## config.mk

```make
export PLATFORM = sky130hd
export DESIGN_NAME = palette_port_arbiter_flat
export DESIGN_NICKNAME = d
export VERILOG_FILES = /design/src/rtl/palette_port_arbiter_if.sv /design/src/rtl/palette_port_arbiter.sv /design/src/flat_wrapper.sv
export SDC_FILE = /design/constraint.sdc
export NUM_CORES = 1
export LEC_CHECK = 0
export BUFFER_PORTS_ARGS = -buffer_cell sky130_fd_sc_hd__buf_2
export CAP_MARGIN = 25
export CORE_MARGIN = 2
export CORE_UTILIZATION = 35
export CTS_BUF_LIST = sky130_fd_sc_hd__clkbuf_16
export DETAILED_ROUTE_END_ITERATION = 6
export HOLD_SLACK_MARGIN = 0.05
export PLACE_DENSITY = 0.71
export SLEW_MARGIN = 25
export SYNTH_ARGS = -nofsm -noshare
export SYNTH_HDL_FRONTEND = slang
export SYNTH_SLANG_ARGS = --single-unit
```

## constraint.sdc

```tcl
create_clock -name Clk -period 4.1 [get_ports Clk]
set_input_delay 0.615 -clock Clk [delete_from_list [all_inputs] [get_ports Clk]]
set_output_delay 0.615 -clock Clk [all_outputs]
set_load 0.01 [all_outputs]
```

## src/rtl/palette_port_arbiter_if.sv

```systemverilog
// Bundle between the sprite-layer requesters, the palette ROM port and the compositor.
// PAL_BURST_LOCK_EN adds the per-requester req_lock input.
interface palette_port_arbiter_if #(
  parameter int unsigned NUM_REQ = 4,
  parameter int unsigned IDX_W   = 8,
  parameter int unsigned COL_W   = 4,
  parameter int unsigned ID_W    = 2
);
  logic [NUM_REQ-1:0]       req_valid;
  logic [NUM_REQ*IDX_W-1:0] req_index;
  logic [NUM_REQ-1:0]       req_ready;
  logic [IDX_W-1:0]         pal_index;
  logic [COL_W-1:0]         pal_red;
  logic [COL_W-1:0]         pal_green;
  logic [COL_W-1:0]         pal_blue;
  logic                     rsp_valid;
  logic [ID_W-1:0]          rsp_id;
  logic [COL_W-1:0]         rsp_red;
  logic [COL_W-1:0]         rsp_green;
  logic [COL_W-1:0]         rsp_blue;
`ifdef PAL_BURST_LOCK_EN
  logic [NUM_REQ-1:0]       req_lock;
`endif

  modport slave (
`ifdef PAL_BURST_LOCK_EN
    input  req_lock,
`endif
    input  req_valid, req_index, pal_red, pal_green, pal_blue,
    output req_ready, pal_index, rsp_valid, rsp_id, rsp_red, rsp_green, rsp_blue
  );

  modport master (
`ifdef PAL_BURST_LOCK_EN
    output req_lock,
`endif
    output req_valid, req_index, pal_red, pal_green, pal_blue,
    input  req_ready, pal_index, rsp_valid, rsp_id, rsp_red, rsp_green, rsp_blue
  );
endinterface

```

## src/rtl/palette_port_arbiter.sv

```systemverilog
// Round-robin sharing of one combinational palette ROM port, 2-stage registered pipeline.
// Optional burst lock (requester keeps the port while req_lock is held) under PAL_BURST_LOCK_EN.
module palette_port_arbiter #(
  parameter int unsigned NUM_REQ = 4,
  parameter int unsigned IDX_W   = 8,
  parameter int unsigned COL_W   = 4,
  parameter int unsigned ID_W    = 2
) (
  input logic                    Clk,
  input logic                    Reset,
  palette_port_arbiter_if.slave  bus
);

  logic [ID_W-1:0]    rr_ptr_q;
  logic               s1_valid_q;
  logic [ID_W-1:0]    s1_id_q;
  logic [IDX_W-1:0]   pal_index_q;
  logic               rsp_valid_q;
  logic [ID_W-1:0]    rsp_id_q;
  logic [COL_W-1:0]   rsp_red_q;
  logic [COL_W-1:0]   rsp_green_q;
  logic [COL_W-1:0]   rsp_blue_q;

  logic               hi_found, lo_found;
  logic [ID_W-1:0]    hi_id, lo_id;
  logic [IDX_W-1:0]   hi_idx, lo_idx;
  logic               gnt_any_d;
  logic [ID_W-1:0]    gnt_id_d;
  logic [IDX_W-1:0]   gnt_idx_d;
  logic [ID_W-1:0]    gnt_nxt_d;
  logic [NUM_REQ-1:0] ready_d;

`ifdef PAL_BURST_LOCK_EN
  typedef enum logic [0:0] {ST_IDLE, ST_LOCKED} state_t;
  state_t             state_q;
  logic [ID_W-1:0]    lock_id_q;
  logic               own_valid, own_lock, gnt_lock;
  logic [IDX_W-1:0]   own_idx;
  logic [ID_W-1:0]    own_nxt_d;
`endif

  // Search split into ids >= rr_ptr (preferred) and ids < rr_ptr, giving the circular order.
  always_comb begin
    hi_found = 1'b0;
    lo_found = 1'b0;
    hi_id    = '0;
    lo_id    = '0;
    hi_idx   = '0;
    lo_idx   = '0;
`ifdef PAL_BURST_LOCK_EN
    own_valid = 1'b0;
    own_lock  = 1'b0;
    own_idx   = '0;
    gnt_lock  = 1'b0;
`endif
    for (int unsigned i = 0; i < NUM_REQ; i++) begin
      if (bus.req_valid[i] && !hi_found && (ID_W'(i) >= rr_ptr_q)) begin
        hi_found = 1'b1;
        hi_id    = ID_W'(i);
        hi_idx   = bus.req_index[i*IDX_W +: IDX_W];
      end
      if (bus.req_valid[i] && !lo_found && (ID_W'(i) < rr_ptr_q)) begin
        lo_found = 1'b1;
        lo_id    = ID_W'(i);
        lo_idx   = bus.req_index[i*IDX_W +: IDX_W];
      end
`ifdef PAL_BURST_LOCK_EN
      if (ID_W'(i) == lock_id_q) begin
        own_valid = bus.req_valid[i];
        own_lock  = bus.req_lock[i];
        own_idx   = bus.req_index[i*IDX_W +: IDX_W];
      end
`endif
    end
    gnt_any_d = hi_found | lo_found;
    gnt_id_d  = hi_found ? hi_id  : lo_id;
    gnt_idx_d = hi_found ? hi_idx : lo_idx;
`ifdef PAL_BURST_LOCK_EN
    if (state_q == ST_LOCKED && own_valid) begin
      gnt_any_d = 1'b1;
      gnt_id_d  = lock_id_q;
      gnt_idx_d = own_idx;
    end
    for (int unsigned i = 0; i < NUM_REQ; i++) begin
      if (ID_W'(i) == gnt_id_d) gnt_lock = bus.req_lock[i];
    end
    own_nxt_d = (lock_id_q == ID_W'(NUM_REQ - 1)) ? '0 : lock_id_q + ID_W'(1);
`endif
    if (Reset) gnt_any_d = 1'b0;
    gnt_nxt_d = (gnt_id_d == ID_W'(NUM_REQ - 1)) ? '0 : gnt_id_d + ID_W'(1);
    for (int unsigned i = 0; i < NUM_REQ; i++) begin
      ready_d[i] = gnt_any_d && (gnt_id_d == ID_W'(i));
    end
  end

  always_ff @(posedge Clk) begin
    if (Reset) begin
      rr_ptr_q    <= '0;
      s1_valid_q  <= 1'b0;
      s1_id_q     <= '0;
      pal_index_q <= '0;
      rsp_valid_q <= 1'b0;
      rsp_id_q    <= '0;
      rsp_red_q   <= '0;
      rsp_green_q <= '0;
      rsp_blue_q  <= '0;
`ifdef PAL_BURST_LOCK_EN
      state_q     <= ST_IDLE;
      lock_id_q   <= '0;
`endif
    end else begin
      // pal_index only moves on a grant so the ROM address lines stay quiet when idle.
      if (gnt_any_d) begin
        pal_index_q <= gnt_idx_d;
        s1_id_q     <= gnt_id_d;
        s1_valid_q  <= 1'b1;
      end else begin
        s1_valid_q  <= 1'b0;
      end
      rsp_valid_q <= s1_valid_q;
      if (s1_valid_q) begin
        rsp_id_q    <= s1_id_q;
        rsp_red_q   <= bus.pal_red;
        rsp_green_q <= bus.pal_green;
        rsp_blue_q  <= bus.pal_blue;
      end
`ifdef PAL_BURST_LOCK_EN
      case (state_q)
        ST_IDLE: begin
          if (gnt_any_d && gnt_lock) begin
            state_q   <= ST_LOCKED;
            lock_id_q <= gnt_id_d;
            rr_ptr_q  <= gnt_id_d;
          end else if (gnt_any_d) begin
            rr_ptr_q  <= gnt_nxt_d;
          end
        end
        ST_LOCKED: begin
          if (!(own_valid && own_lock)) begin
            state_q  <= ST_IDLE;
            rr_ptr_q <= gnt_any_d ? gnt_nxt_d : own_nxt_d;
          end
        end
        default: state_q <= ST_IDLE;
      endcase
`else
      if (gnt_any_d) rr_ptr_q <= gnt_nxt_d;
`endif
    end
  end

  assign bus.req_ready = ready_d;
  assign bus.pal_index = pal_index_q;
  assign bus.rsp_valid = rsp_valid_q;
  assign bus.rsp_id    = rsp_id_q;
  assign bus.rsp_red   = rsp_red_q;
  assign bus.rsp_green = rsp_green_q;
  assign bus.rsp_blue  = rsp_blue_q;

endmodule

```

## src/flat_wrapper.sv

```systemverilog
// flat-port wrapper written by rule: the top's interface ports become plain ports
module palette_port_arbiter_flat 
#(
  parameter int unsigned NUM_REQ = 4,
  parameter int unsigned IDX_W   = 8,
  parameter int unsigned COL_W   = 4,
  parameter int unsigned ID_W    = 2
)
  (Clk, Reset, bus_req_valid, bus_req_index, bus_pal_red, bus_pal_green, bus_pal_blue, bus_req_ready, bus_pal_index, bus_rsp_valid, bus_rsp_id, bus_rsp_red, bus_rsp_green, bus_rsp_blue);
  palette_port_arbiter_if #(.NUM_REQ(NUM_REQ), .IDX_W(IDX_W), .COL_W(COL_W), .ID_W(ID_W)) bus_i ();
  input logic Clk;
  input logic Reset;
  input wire logic [$bits(bus_i.req_valid)-1:0] bus_req_valid;
  input wire logic [$bits(bus_i.req_index)-1:0] bus_req_index;
  input wire logic [$bits(bus_i.pal_red)-1:0] bus_pal_red;
  input wire logic [$bits(bus_i.pal_green)-1:0] bus_pal_green;
  input wire logic [$bits(bus_i.pal_blue)-1:0] bus_pal_blue;
  output wire logic [$bits(bus_i.req_ready)-1:0] bus_req_ready;
  output wire logic [$bits(bus_i.pal_index)-1:0] bus_pal_index;
  output wire logic [$bits(bus_i.rsp_valid)-1:0] bus_rsp_valid;
  output wire logic [$bits(bus_i.rsp_id)-1:0] bus_rsp_id;
  output wire logic [$bits(bus_i.rsp_red)-1:0] bus_rsp_red;
  output wire logic [$bits(bus_i.rsp_green)-1:0] bus_rsp_green;
  output wire logic [$bits(bus_i.rsp_blue)-1:0] bus_rsp_blue;
  assign bus_i.req_valid = bus_req_valid;
  assign bus_i.req_index = bus_req_index;
  assign bus_i.pal_red = bus_pal_red;
  assign bus_i.pal_green = bus_pal_green;
  assign bus_i.pal_blue = bus_pal_blue;
  assign bus_req_ready = bus_i.req_ready;
  assign bus_pal_index = bus_i.pal_index;
  assign bus_rsp_valid = bus_i.rsp_valid;
  assign bus_rsp_id = bus_i.rsp_id;
  assign bus_rsp_red = bus_i.rsp_red;
  assign bus_rsp_green = bus_i.rsp_green;
  assign bus_rsp_blue = bus_i.rsp_blue;
  palette_port_arbiter #(.NUM_REQ(NUM_REQ), .IDX_W(IDX_W), .COL_W(COL_W), .ID_W(ID_W)) u_core (.Clk(Clk), .Reset(Reset), .bus(bus_i));
endmodule
```

### Yosys cells after proc, flatten, opt, wreduce, memory -nomap -nowiden

Cells that the tools add are included.

| storage, ports and cells | value |
|---|---|
| register bits after elaboration | 28 |
| input port bits | 50 |
| output and inout bits | 27 |
| logic and storage cells | 74 |

| cells by class | value |
|---|---|
| $add $sub $neg | 1 |
| $lt $le $gt $ge | 8 |
| equal/unequal tests | 3 |
| mux-type cells | 27 |
| bitwise operators | 1 |
| reduce and logical (&&, ||, !) cells | 25 |

Operators by type and width:

| operator | count |
|---|---|
| 2-to-1 mux 8 bit | 9 |
| logical AND 1 bit | 18 |
| 2-to-1 mux 1 bit | 12 |
| 2-to-1 mux 2 bit | 6 |
| zero test 1 bit | 6 |
| == test 2 bit (second input constant) | 2 |
| greater-or-equal comparator 1 x 2 -> 1 bit (first input constant) | 2 |
| greater-or-equal comparator 2 bit (first input constant) | 2 |
| < comparator 1 x 2 -> 1 bit (first input constant) | 2 |
| < comparator 2 bit (first input constant) | 2 |
| adder 2 x 1 -> 2 bit (second input constant) | 1 |
| == test 2 x 1 -> 1 bit (second input constant) | 1 |
| zero test 2 bit | 1 |
| OR 1 bit | 1 |

### Depth between registers and ports, before layout

Gate-level depths: netlist of the first run.

| logic depth | value |
|---|---|
| depth in word-level cells | 18 |
| mapped depth | 9 |
| mapped depth without buffers | 7 |

### Least setup slack after synthesis of the first run

OpenSTA, ideal clock, no wires.

| path | value |
|---|---|
| path type | input to output |
| start | input bus_req_valid[1] |
| end | output bus_req_ready[3] |
| data arrival time | 1,876 ps |
| required time | 3,485 ps |
| slack | 1,609 ps |
| stages | 8 |
| path buffers | 2 |
| cell sequence | buf_2 buf_2 a21o_1 a21oi_1 o21ai_0 inv_1 ha_1 and3_1 |

| on the way | value |
|---|---|
| longest elaborated chain between the ends | 14 |
| elaborated cells between the ends (all ways) | 33 |
| those cells by class | eq/ne (1); mux (14); bitwise (1); reduce/logical (17) |

RTL lines:

| item | RTL line | source |
|---|---|---|
| from (decl) | flat_wrapper.sv:13 | `input wire logic [$bits(bus_i.req_valid)-1:0] bus_req_valid;` |
| logical AND 1 bit, on equally long branches (2 in a row) | palette_port_arbiter.sv:62, palette_port_arbiter.sv:57 |  |
| 2-to-1 mux 1 bit, on equally long branches | palette_port_arbiter.sv:62, palette_port_arbiter.sv:57 |  |
| zero test 1 bit, on equally long branches | palette_port_arbiter.sv:62, palette_port_arbiter.sv:57 |  |
| logical AND 1 bit, on equally long branches (2 in a row) | palette_port_arbiter.sv:62, palette_port_arbiter.sv:57 |  |
| 2-to-1 mux 1 bit, on equally long branches | palette_port_arbiter.sv:62, palette_port_arbiter.sv:57 |  |
| zero test 1 bit, on equally long branches | palette_port_arbiter.sv:62, palette_port_arbiter.sv:57 |  |
| logical AND 1 bit, on equally long branches (2 in a row) | palette_port_arbiter.sv:62, palette_port_arbiter.sv:57 |  |
| 2-to-1 mux 2 bit, or another cell as far along | palette_port_arbiter.sv:62 | `if (bus.req_valid[i] && !lo_found && (ID_W'(i) < rr_ptr_q)) begin` |
| 2-to-1 mux 2 bit * | palette_port_arbiter.sv:76 | `gnt_id_d = hi_found ? hi_id : lo_id;` |
| via u_core.gnt_id_d[1] | palette_port_arbiter.sv:28 | `logic [ID_W-1:0] gnt_id_d;` |
| == test 2 bit * | palette_port_arbiter.sv:92 | `ready_d[i] = gnt_any_d && (gnt_id_d == ID_W'(i));` |
| logical AND 1 bit * | palette_port_arbiter.sv:92 |  |
| to (decl) | flat_wrapper.sv:18 | `output wire logic [$bits(bus_i.req_ready)-1:0] bus_req_ready;` |

Mark *: on every way through the listed nets, which the timed path passes. The rest lies on a longest branch.

### Worst setup path in the final report of the first run

| path | value |
|---|---|
| start | input bus_req_valid[0] |
| end | output bus_req_ready[3] |

| on the way | value |
|---|---|
| longest elaborated chain between the ends | 17 |
| elaborated cells between the ends (all ways) | 39 |
| those cells by class | eq/ne (1); mux (16); bitwise (1); reduce/logical (21) |

RTL lines:

| item | RTL line |
|---|---|
| logical AND 1 bit, on equally long branches | palette_port_arbiter.sv:62, palette_port_arbiter.sv:57 |
| 2-to-1 mux 1 bit, on equally long branches | palette_port_arbiter.sv:62, palette_port_arbiter.sv:57 |
| zero test 1 bit, on equally long branches | palette_port_arbiter.sv:62, palette_port_arbiter.sv:57 |
| logical AND 1 bit, on equally long branches (2 in a row) | palette_port_arbiter.sv:62, palette_port_arbiter.sv:57 |
| 2-to-1 mux 1 bit, on equally long branches | palette_port_arbiter.sv:62, palette_port_arbiter.sv:57 |
| zero test 1 bit, on equally long branches | palette_port_arbiter.sv:62, palette_port_arbiter.sv:57 |
| logical AND 1 bit, on equally long branches (2 in a row) | palette_port_arbiter.sv:62, palette_port_arbiter.sv:57 |
| 2-to-1 mux 1 bit, on equally long branches | palette_port_arbiter.sv:62, palette_port_arbiter.sv:57 |
| zero test 1 bit, on equally long branches | palette_port_arbiter.sv:62, palette_port_arbiter.sv:57 |
| logical AND 1 bit, on equally long branches (2 in a row) | palette_port_arbiter.sv:62, palette_port_arbiter.sv:57 |
| 2-to-1 mux 2 bit, or another cell as far along | palette_port_arbiter.sv:62 |
| 2-to-1 mux 2 bit * | palette_port_arbiter.sv:76 |
| via u_core.gnt_id_d[1] | palette_port_arbiter.sv:28 |
| == test 2 bit * | palette_port_arbiter.sv:92 |
| logical AND 1 bit * | palette_port_arbiter.sv:92 |

Marks and branches as above.

==> metrics, run 1 <==
Layout Nets=344; GRT Overall Usage=18.0%; Power Dens Cells=382 mW/mm2; Final Critical Period=3.15 ns; Inserted Diodes=0; status=finished clean; #FFs+latches synth=28; synth warn=0; DIE HEIGHT=75.2 um; via count=between 1.5k and 2k; Critical Path AT=~2.5 ns; Initial Util=36.8%; maxcap violations=0; sequential-to-total area share from yosys stat=approximately a third; fin crit share=76.8%; crit path launch type=input port; top_reg_cell synth=dfxtp_1; clk_lat worst skew=approximately 0.26 ns; placed cell area=0.00216 mm2; critical path peak fanout=24; post-layout util=a little under half; core box area=0.00482 mm2; setup ws final=roughly 0.95 ns; WP data required=3.48 ns; drt drc=0; Worst Tran Pin Value=0.787 ns; IO Count=just under 80; Layout Skew=0.00446 ns; Sw Pwr=between 0.2 and 0.3 mW; first-pass GRT wire length=approximately 8000 um; leak pwr=1.12 nW; routed vias/inst=~5.3; Slew HR=47.4%; post-CTS setup buffers=0; Syn Nets=282; initial antenna violation count=0; full die area=~0.0057 mm2; dpl hpwl=3750 um; TritonCTS clock tree=yes; Post-synth EDFFs=0; Tot Pwr=0.867 mW; post-route ant nets=0; Clk pin slew, worst setup/hold paths=approximately 0.07 ns; Iter 0 DRT Violations=125; dpl ws=between 0.9 and 1 ns; CTS root buffer=clkbuf_16; Routed WL per cell=14.7 um; Final Hold Viols=0; library cells used by synthesis=32; Setup TNS=0 ns; global route overflow=0; CP Class=in -> out; cell count after synthesis=228; H-tree depth=1; worst vdd ir=0.242 mV; Max Slew Vio Count=0; Sw Share=30.5%; Post-CTS Hold Buffers=0; RePlAce Congestion=0.839; most common cell after layout, fill and taps aside=buf_2; share of cells above drive strength 1=30.8%; PortBufs=76; Peak Freq=~320 MHz; 1st-pass router iterations=4; RSZ-0062 raised after global routing=false; Finished Cell Area=0.00227 mm2; Clock Sink Count=28; area grow syn2layout=27.8%; largest net degree at the start of global routing=29; Final setup viols=0; cts bufs inserted=3; overall routed net length=5250 um; CP endpoint kind=output port; Flop pwr share=37.9%; chip width=75.2 um; Cell Int Power=0.603 mW; vias in the first global route=around 1.7k; # rows=25; Syn Std Cell Area=0.00177 mm2; CTS-repair resized insts=0; Avg Inst Size Synth=7.78 um2; most frequent cells in the layout=buf_2, nand2_1, dfxtp_1; clock share of power=33.4%; maximum clock path buffer count=2; hold crit path type=reg -> reg; combinational group share of total power=28.7%; Async S/R FF share, synth=0%
routing by layer:
metal	vias up	wire (um)	share of wire (%)	global-route usage (%)
li1	944	-	-	-
met1	897	2340	45	22.9
met2	57	2570	49	31.9
met3	2	305	5.8	3.08
met4	0	27	0.51	4.29
met5	-	0	0	0
power groups by stage:
stage	clock network (mW)	registers [mW]	logic, mW
floorplan	0	0.334	0.161
detailed placement	0	0.334	0.246
global placement	0	0.334	0.243
finish	0.289	0.328	0.249
CTS	0.294	0.328	0.248
global route	0.303	0.333	0.275
worst max-delay path: stages:
cell and delay [ns]:
buf_2 0.35, nor2b_1 0.54, o21bai_1 0.15, o21ai_0 0.24
inv_1 0.14, ha_1 0.21, and3_1 0.16, buf_2 0.13
layout make-up:
type | count | area, um2
Timing Repair Buffer | 77 | 388
Sequential cell | 28 | 561
Inverter | 6 | 22.5
Clock buffer | 3 | 75.1
Clock inverter | 1 | 30.0
Fill cell | 537 | 2550
Tap cell | 67 | 83.8
Multi-Input combinational cell | 174 | 1110
through the flow:
step                hold slack (ns)  std cells
CTS                           0.470        356
global route                  0.499        356
global placement              0.455        352
floorplan                     0.436        228
finish                        0.463        356
detailed placement            0.461        352
Yosys cell counts, types with 2 or more instances:
cell type | n | area share [%]
nand3_1 | 10 | 2.8
nand2b_1 | 9 | 3.2
o21ai_0 | 12 | 3.4
a2111oi_2 | 3 | 2.5
mux2i_1 | 14 | 7.9
inv_1 | 6 | 1.3
clkbuf_1 | 12 | 2.5
a211oi_1 | 7 | 3.0
o22ai_1 | 7 | 2.5
ha_1 | 4 | 2.8
a22o_1 | 4 | 2.0
nor2b_1 | 2 | 0.71
nor4_1 | 4 | 1.4
buf_2 | 7 | 2.0
and3_1 | 5 | 1.8
a21oi_1 | 13 | 3.7
nor2_1 | 18 | 3.8
a21o_1 | 2 | 0.85
nand2_1 | 39 | 8.3
a221oi_1 | 10 | 4.9
o21a_1 | 2 | 0.85
dfxtp_1 | 28 | 32
flip-flops by register name, indices dropped and copies added, names as in the netlist:
signal and count:
u_core.s1_valid_q 1, u_core.s1_id_q 2, u_core.bus.rsp_blue 4, u_core.bus.rsp_red 4, u_core.bus.rsp_valid 1, u_core.rr_ptr_q 2, u_core.bus.rsp_id 2, u_core.bus.pal_index 8
u_core.bus.rsp_green 4
final timing paths:
kind | from | to | slack (ns) | depth (start not counted)
min reg2reg | u_core.s1_id_q[0] | u_core.s1_id_q[0] | 0.46 | 2
min | u_core.s1_id_q[0] | u_core.s1_id_q[0] | 0.46 | 2
max reg2reg | u_core.rr_ptr_q[0] | u_core.rr_ptr_q[1] | 1.92 | 7
max | bus_req_valid[0] | bus_req_ready[3] | 0.95 | 8
logic make-up after synthesis:
logic type      after synthesis  share of synthesized area (%)
flops                        28                           31.6
simple gates                 92                           25.9
buf+inv                      26                           5.99
fa+ha+maj                     4                           2.82
mux                          14                           7.90
compound gates               64                           25.8
(Power assumes the default switching activity.)
==> run 2: changes to the inputs <==
ABC_AREA = 1   (was unset)
PLACE_DENSITY = 0.7   (was 0.71)
clock period = 3.1 ns   (was 4.1 ns; I/O delays follow)
==> run 2 against run 1 <==
- critical path depth grew 2
- die area rose by 3.7%
- count of clock-buffer cells in the layout unchanged
- combinational power up 140%
- worst hold slack worse by 0.032 ns
- largest cell class unchanged
- highest routed layer is now met3
==> metrics, run 2 <==
critical path peak fanout=13 (was 24); overall routed net length=4740 um (was 5250 um); Final Critical Period=2.58 ns; drt drc=0 (unchanged); Crit path max-delay family=simple AND/OR/NAND/NOR gates (unchanged); GRT Overall Usage=16.7% (was 18.0%); crit-path max cell delay=0.45 ns (was 0.54 ns); Routed WL per cell=11.0 um (was 14.7 um); CP most frequent cell=nor2_1 (was buf_2); DIE HEIGHT=76.6 um (was 75.2 um); Initial Util=36.1% (was 36.8%); max FFs per register=8 (unchanged); fin crit share=83.1%; count leader, synth=nand2_1 (unchanged); PortBufs=76 (unchanged); status=finished clean (unchanged); Layout Skew=0.00226 ns (was 0.00446 ns); clk_lat worst skew=0.25 ns (was 0.26 ns); Slew HR=69.5% (was 47.4%); WP data required=2.63 ns (was 3.48 ns); multiplexer area fraction after synthesis=0% (was 7.90%); Final Hold Viols=0 (unchanged); chip width=76.6 um (was 75.2 um); setup ws final=0.523 ns (was 0.951 ns); Clk pin slew, worst setup/hold paths=0.06 ns (was 0.07 ns); maximum clock path buffer count=2 (unchanged); 1st-pass router iterations=4 (unchanged); H-tree depth=1 (unchanged); Setup TNS=0 ns (unchanged); post-CTS setup buffers=0 (unchanged); share of cells above drive strength 1=28.5% (was 30.8%); top_reg_cell synth=dfxtp_1 (unchanged); #FFs+latches synth=28 (unchanged); Layout Nets=417 (was 344); maxcap violations=0 (unchanged); Power Dens Cells=572 mW/mm2 (was 382 mW/mm2); crit path launch type=flip-flop (was input port); Async S/R FF share, synth=0% (unchanged); largest net degree at the start of global routing=17 (was 29); initial antenna violation count=0 (unchanged); Post-Synth XOR/XNOR Area=0% (unchanged); list of most frequent post-synthesis cells=nand2_1, nor2_1, inv_1 (was nand2_1, dfxtp_1, nor2_1); combinational family with the most area after synthesis=simple AND/OR/NAND/NOR gates (unchanged); synth warn=0 (unchanged); Critical Path AT=2.11 ns (was 2.53 ns); area grow syn2layout=27.0% (was 27.8%); vias in the first global route=1818 (was 1724); Avg Inst Size Synth=6.38 um2 (was 7.78 um2); crit-path cells=nor2_1 > nand2_2 > inv_2 > nor2_1 > a21boi_2 > inv_1 > ha_1 > inv_1 > nor2_1 > buf_2 (was buf_2 > nor2b_1 > o21bai_1 > o21ai_0 > inv_1 > ha_1 > and3_1 > buf_2); post-route ant nets=0 (unchanged); dpl hpwl=3870 um (was 3750 um); CP endpoint kind=output port (unchanged); IO Count=77 (unchanged); CP Class=reg -> out (was in -> out); full die area=0.00586 mm2 (was 0.00565 mm2); RSZ-0062 raised after global routing=false (unchanged); routed vias/inst=4.60 (was 5.34); global route overflow=0 (unchanged); dpl ws=0.653 ns (was 0.985 ns); core box area=0.00511 mm2 (was 0.00482 mm2); Post-CTS Hold Buffers=0 (unchanged); first-pass GRT wire length=8110 um (was 7930 um); slowest CP cell=dfxtp_1 (was nor2b_1); worst vdd ir=0.272 mV (was 0.242 mV); Iter 0 DRT Violations=81 (was 125); Clock Sink Count=28 (unchanged); Peak Freq=roughly 390 MHz; TritonCTS clock tree=yes (unchanged); post-synth top area share=30.4% (was 31.6%); Synth Area in Compound Gates=8.42% (was 25.8%); Worst Tran Pin Value=0.457 ns (was 0.787 ns); Final setup viols=0 (unchanged); Max Slew Vio Count=0 (unchanged); Tot Pwr=1.34 mW (was 0.867 mW); Synth Area in Adders=2.72% (was 2.82%); CTS-repair resized insts=0 (unchanged); cell taking the most area after synthesis=dfxtp_1 (unchanged); Buffers & Inverters on Critical Path=4 (was 3); cell count after synthesis=289 (was 228); Post-synth EDFFs=0 (unchanged); leak pwr=1.30 nW (was 1.12 nW); via count=1982 (was 1900); main area contributors after synthesis=dfxtp_1, nand2_1, nor2_1 (was dfxtp_1, nand2_1, mux2i_1); Syn Std Cell Area=0.00184 mm2 (was 0.00177 mm2); Post-Synth Simple-Gate Area=49.0% (was 25.9%); Inserted Diodes=0 (unchanged); Syn Nets=343 (was 282); sequential-to-total area share from yosys stat=30.4% (was 31.6%); most frequent cells in the layout=nand2_1, buf_2, nor2_1 (was buf_2, nand2_1, dfxtp_1); most common cell after layout, fill and taps aside=nand2_1 (was buf_2); hold crit path type=in -> reg (was reg -> reg); CTS root buffer=clkbuf_16 (unchanged); RePlAce Congestion=0.897 (was 0.839); cts bufs inserted=3 (unchanged); library cells used by synthesis=31 (was 32); # rows=26 (was 25)
-- run 2: cell types whose count changed after synthesis, moves of 7 or more --
| cell | change |
|---|---|
| a211oi_1 | -7 |
| nand2_1 | +38 |
| nor2_1 | +48 |
| clkbuf_1 | -10 |
| nand3_1 | +16 |
| a21oi_1 | -12 |
| nand4_1 | +7 |
| inv_1 | +24 |
| a221oi_1 | -10 |
| nand2b_1 | -9 |
| mux2i_1 | -14 |
-- run 2: cell families after synthesis --
group	Yosys count
fa+ha+maj	4
compound gates	24
buf+inv	41
simple gates	192
flops	28
-- run 2: power by group --
part	internal [mW]	total [mW]	leakage (nW)	switching [mW]
sequential	0.425	0.468	0.233	0.0432
combinational	0.209	0.590	1.03	0.381
clock	0.171	0.280	0.0370	0.109
total	0.805	1.34	1.30	0.534
-- run 2: path summary, 6_finish.rpt --
check	from	end	slack [ns]	cells after the start
worst min-delay path	Reset	u_core.bus.rsp_valid	0.43	2
worst max register to register	u_core.rr_ptr_q[1]	u_core.rr_ptr_q[1]	1.25	8
worst min register to register	u_core.bus.pal_index[5]	u_core.bus.pal_index[5]	0.45	2
worst max-delay path	u_core.rr_ptr_q[1]	bus_req_ready[0]	0.52	10
-- run 2: final cells by class --
| class | count | area (um2) |
|---|---|---|
| timing repair buffer | 76 | 380 |
| fill | 565 | 2770 |
| multi-input combinational | 220 | 1110 |
| tap | 70 | 87.6 |
| clock buffer | 3 | 75.1 |
| sequential | 28 | 561 |
| inverter | 34 | 128 |
-- run 2: metrics by stage --
stage	cells	instance area [um2]	utilization, %	hold WS (ns)
after floorplan	289	1840	-	0.430
after CTS	431	2340	45.8	0.429
after detailed placement	428	2260	44.3	0.439
after global placement	428	2260	44.3	0.438
after global routing	431	2340	45.8	0.436
final	431	2340	45.8	0.431
-- run 2: routing by layer --
metal	up-vias	GRT usage (%)	wire (um)
met1	875	21.0	2230
met2	57	30.1	2220
li1	1050	-	-
met4	0	1.09	0
met3	0	3.91	281
met5	-	0	0
==> run 3: changes to the inputs <==
PLACE_DENSITY = 0.73   (was 0.7)
clock period = 2.1 ns   (was 3.1 ns; I/O delays follow)
==> run 3 against run 2 <==
- register-to-register slack lost 0.90 ns
- via count is 5.3% higher
- first-iteration DRC count up 83%
- clock skew up 0.0012 ns
- sequential power up 54%
- final area rose by 8.2%
- cell count rose by 3.0%
- flip-flop and latch count did not move
- critical path depth unchanged
- critical path type unchanged
- critical endpoint is now bus_req_ready[1]
==> metrics, run 3 (synthesis gave the netlist of run 2 again) <==
routed vias/inst=4.70 (was 4.60); crit-path cells=nor2_4 > nand2_4 > nand3_4 > nor2_8 > a21boi_4 > inv_2 > ha_2 > inv_1 > nor2_1 > buf_2 (was nor2_1 > nand2_2 > inv_2 > nor2_1 > a21boi_2 > inv_1 > ha_1 > inv_1 > nor2_1 > buf_2); Initial Util=36.1% (unchanged); most common cell after layout, fill and taps aside=buf_2 (was nand2_1); cts bufs inserted=3 (unchanged); maxcap violations=0 (unchanged); hold crit path type=in -> reg (unchanged); overall routed net length=5170 um (was 4740 um); maximum clock path buffer count=2 (unchanged); dpl ws=0.0797 ns (was 0.653 ns); RSZ-0062 raised after global routing=true (was false); H-tree depth=1 (unchanged); Iter 0 DRT Violations=148 (was 81); Clock Sink Count=28 (unchanged); Routed WL per cell=11.6 um (was 11.0 um); CTS root buffer=clkbuf_16 (unchanged); crit path launch type=flip-flop (unchanged); WP data required=1.78 ns (was 2.63 ns); Clk pin slew, worst setup/hold paths=0.06 ns (about the same); Peak Freq=484 MHz; max FFs per register=8 (unchanged); Layout Skew=0.00343 ns (was 0.00226 ns); first-pass GRT wire length=8620 um (was 8110 um); Inserted Diodes=0 (unchanged); Post-CTS Hold Buffers=0 (unchanged); post-route ant nets=0 (unchanged); Crit path max-delay family=simple AND/OR/NAND/NOR gates (unchanged); dpl hpwl=3980 um (was 3870 um); CP endpoint kind=output port (unchanged); PortBufs=76 (unchanged); share of cells above drive strength 1=36.1% (was 28.5%); Worst Tran Pin Value=0.438 ns (was 0.457 ns); 1st-pass router iterations=4 (unchanged); global route overflow=0 (unchanged); Final Critical Period=~2.1 ns; chip width=76.6 um (unchanged); most frequent cells in the layout=buf_2, nand2_1, nor2_1 (was nand2_1, buf_2, nor2_1); via count=2087 (was 1982); final non-filler cell total=444 (was 431); post-layout util=49.6% (was 45.8%); CP Class=reg -> out (unchanged); dpl cells=432 (was 428); slowest CP cell=dfxtp_4 (was dfxtp_1); Critical Path AT=1.75 ns (was 2.11 ns); full die area=0.00586 mm2 (unchanged); Slew HR=70.7% (was 69.5%); setup ws final=0.0339 ns (was 0.523 ns); largest net degree at the start of global routing=17 (unchanged); Max Slew Vio Count=0 (unchanged); critical path peak fanout=6 (was 13); filler instances=540 (was 565); Final setup viols=0 (unchanged); RePlAce Congestion=0.837 (was 0.897); TritonCTS clock tree=yes (unchanged); IO Count=77 (unchanged); Layout Nets=430 (was 417); worst vdd ir=0.356 mV (was 0.272 mV); fin crit share=98.4%; clk_lat worst skew=0.25 ns (about the same); vias in the first global route=1946 (was 1818); # rows=26 (unchanged); leak pwr=1.38 nW (was 1.30 nW); drt drc=0 (unchanged); GRT Overall Usage=17.6% (was 16.7%); DIE HEIGHT=76.6 um (unchanged); crit-path max cell delay=0.40 ns (was 0.45 ns); Final Hold Viols=0 (unchanged); Hold WS=0.280 ns (was 0.431 ns); core box area=0.00511 mm2 (unchanged); initial antenna violation count=0 (unchanged); area grow syn2layout=37.4% (was 27.0%); Buffers & Inverters on Critical Path=3 (was 4); Power Dens Cells=862 mW/mm2 (was 572 mW/mm2); status=finished clean (unchanged)
==> run 3: cell types whose count changed in the layout (fill, tap and decap cells not counted), moves of 4 or more <==
cell / before / now
nor2_1: 66 / 60
buf_4: 0 / 13
ha_1: 4 / 0
nor2_2: 2 / 7
inv_1: 30 / 25
ha_2: 0 / 4
==> run 3: final cells by class <==
class	instances	area [um2]	share of cell area, %
inverters	34	135	5.34
repair buffers	89	478	18.9
flip-flops and latches	28	566	22.3
well taps	70	87.6	3.46
multi-input cells	220	1190	47.0
clock buffers	3	75.1	2.96
==> run 3: worst paths after layout <==
kind	end	cells past startpoint	slack, ns	from
hold reg to reg	u_core.bus.pal_index[6]	2	0.45	u_core.bus.pal_index[6]
setup / recovery	bus_req_ready[1]	10	0.03	u_core.rr_ptr_q[1]
hold / removal	u_core.bus.rsp_blue[3]	3	0.28	bus_pal_blue[3]
setup reg to reg	u_core.bus.pal_index[4]	9	0.35	u_core.rr_ptr_q[1]
==> run 3: worst min-delay path, stage by stage <==
cell and delay [ns]:
buf_2 0.07, nor2_1 0.03, nor2_1 0.08
==> run 3: power breakdown <==
group | total, mW | leakage, nW | switching [mW] | internal [mW]
combinational | 1.05 | 1.11 | 0.633 | 0.417
clock | 0.413 | 0.0370 | 0.161 | 0.252
sequential | 0.721 | 0.233 | 0.0878 | 0.633
total | 2.18 | 1.38 | 0.882 | 1.30
==> run 3: routing by layer <==
metal	GRT usage, %	wire (um)	share of wire [%]
met5	0	0	0
met4	4.91	139	2.7
met3	2.73	269	5.2
met2	30.7	2500	48
met1	22.4	2260	44
==> run 3: per-stage QoR <==
step           area, um2  setup TNS [ns]  power (mW)
2_1_floorplan       1840               0        1.32
3_5_place_dp        2290               0        1.60
3_3_place_gp        2290               0        1.58
4_1_cts             2420               0        2.07
5_1_grt             2530          -0.223        2.37
6_report            2530               0        2.18
==> run 3: repair_timing <==
| action | CTS | global route |
|---|---|---|
| buffers inserted | 3 | 6 |
| resized for setup | 7 | 24 |
| endpoints found under the setup margin | 4 | 4 |
| pin swaps | 1 | 12 |
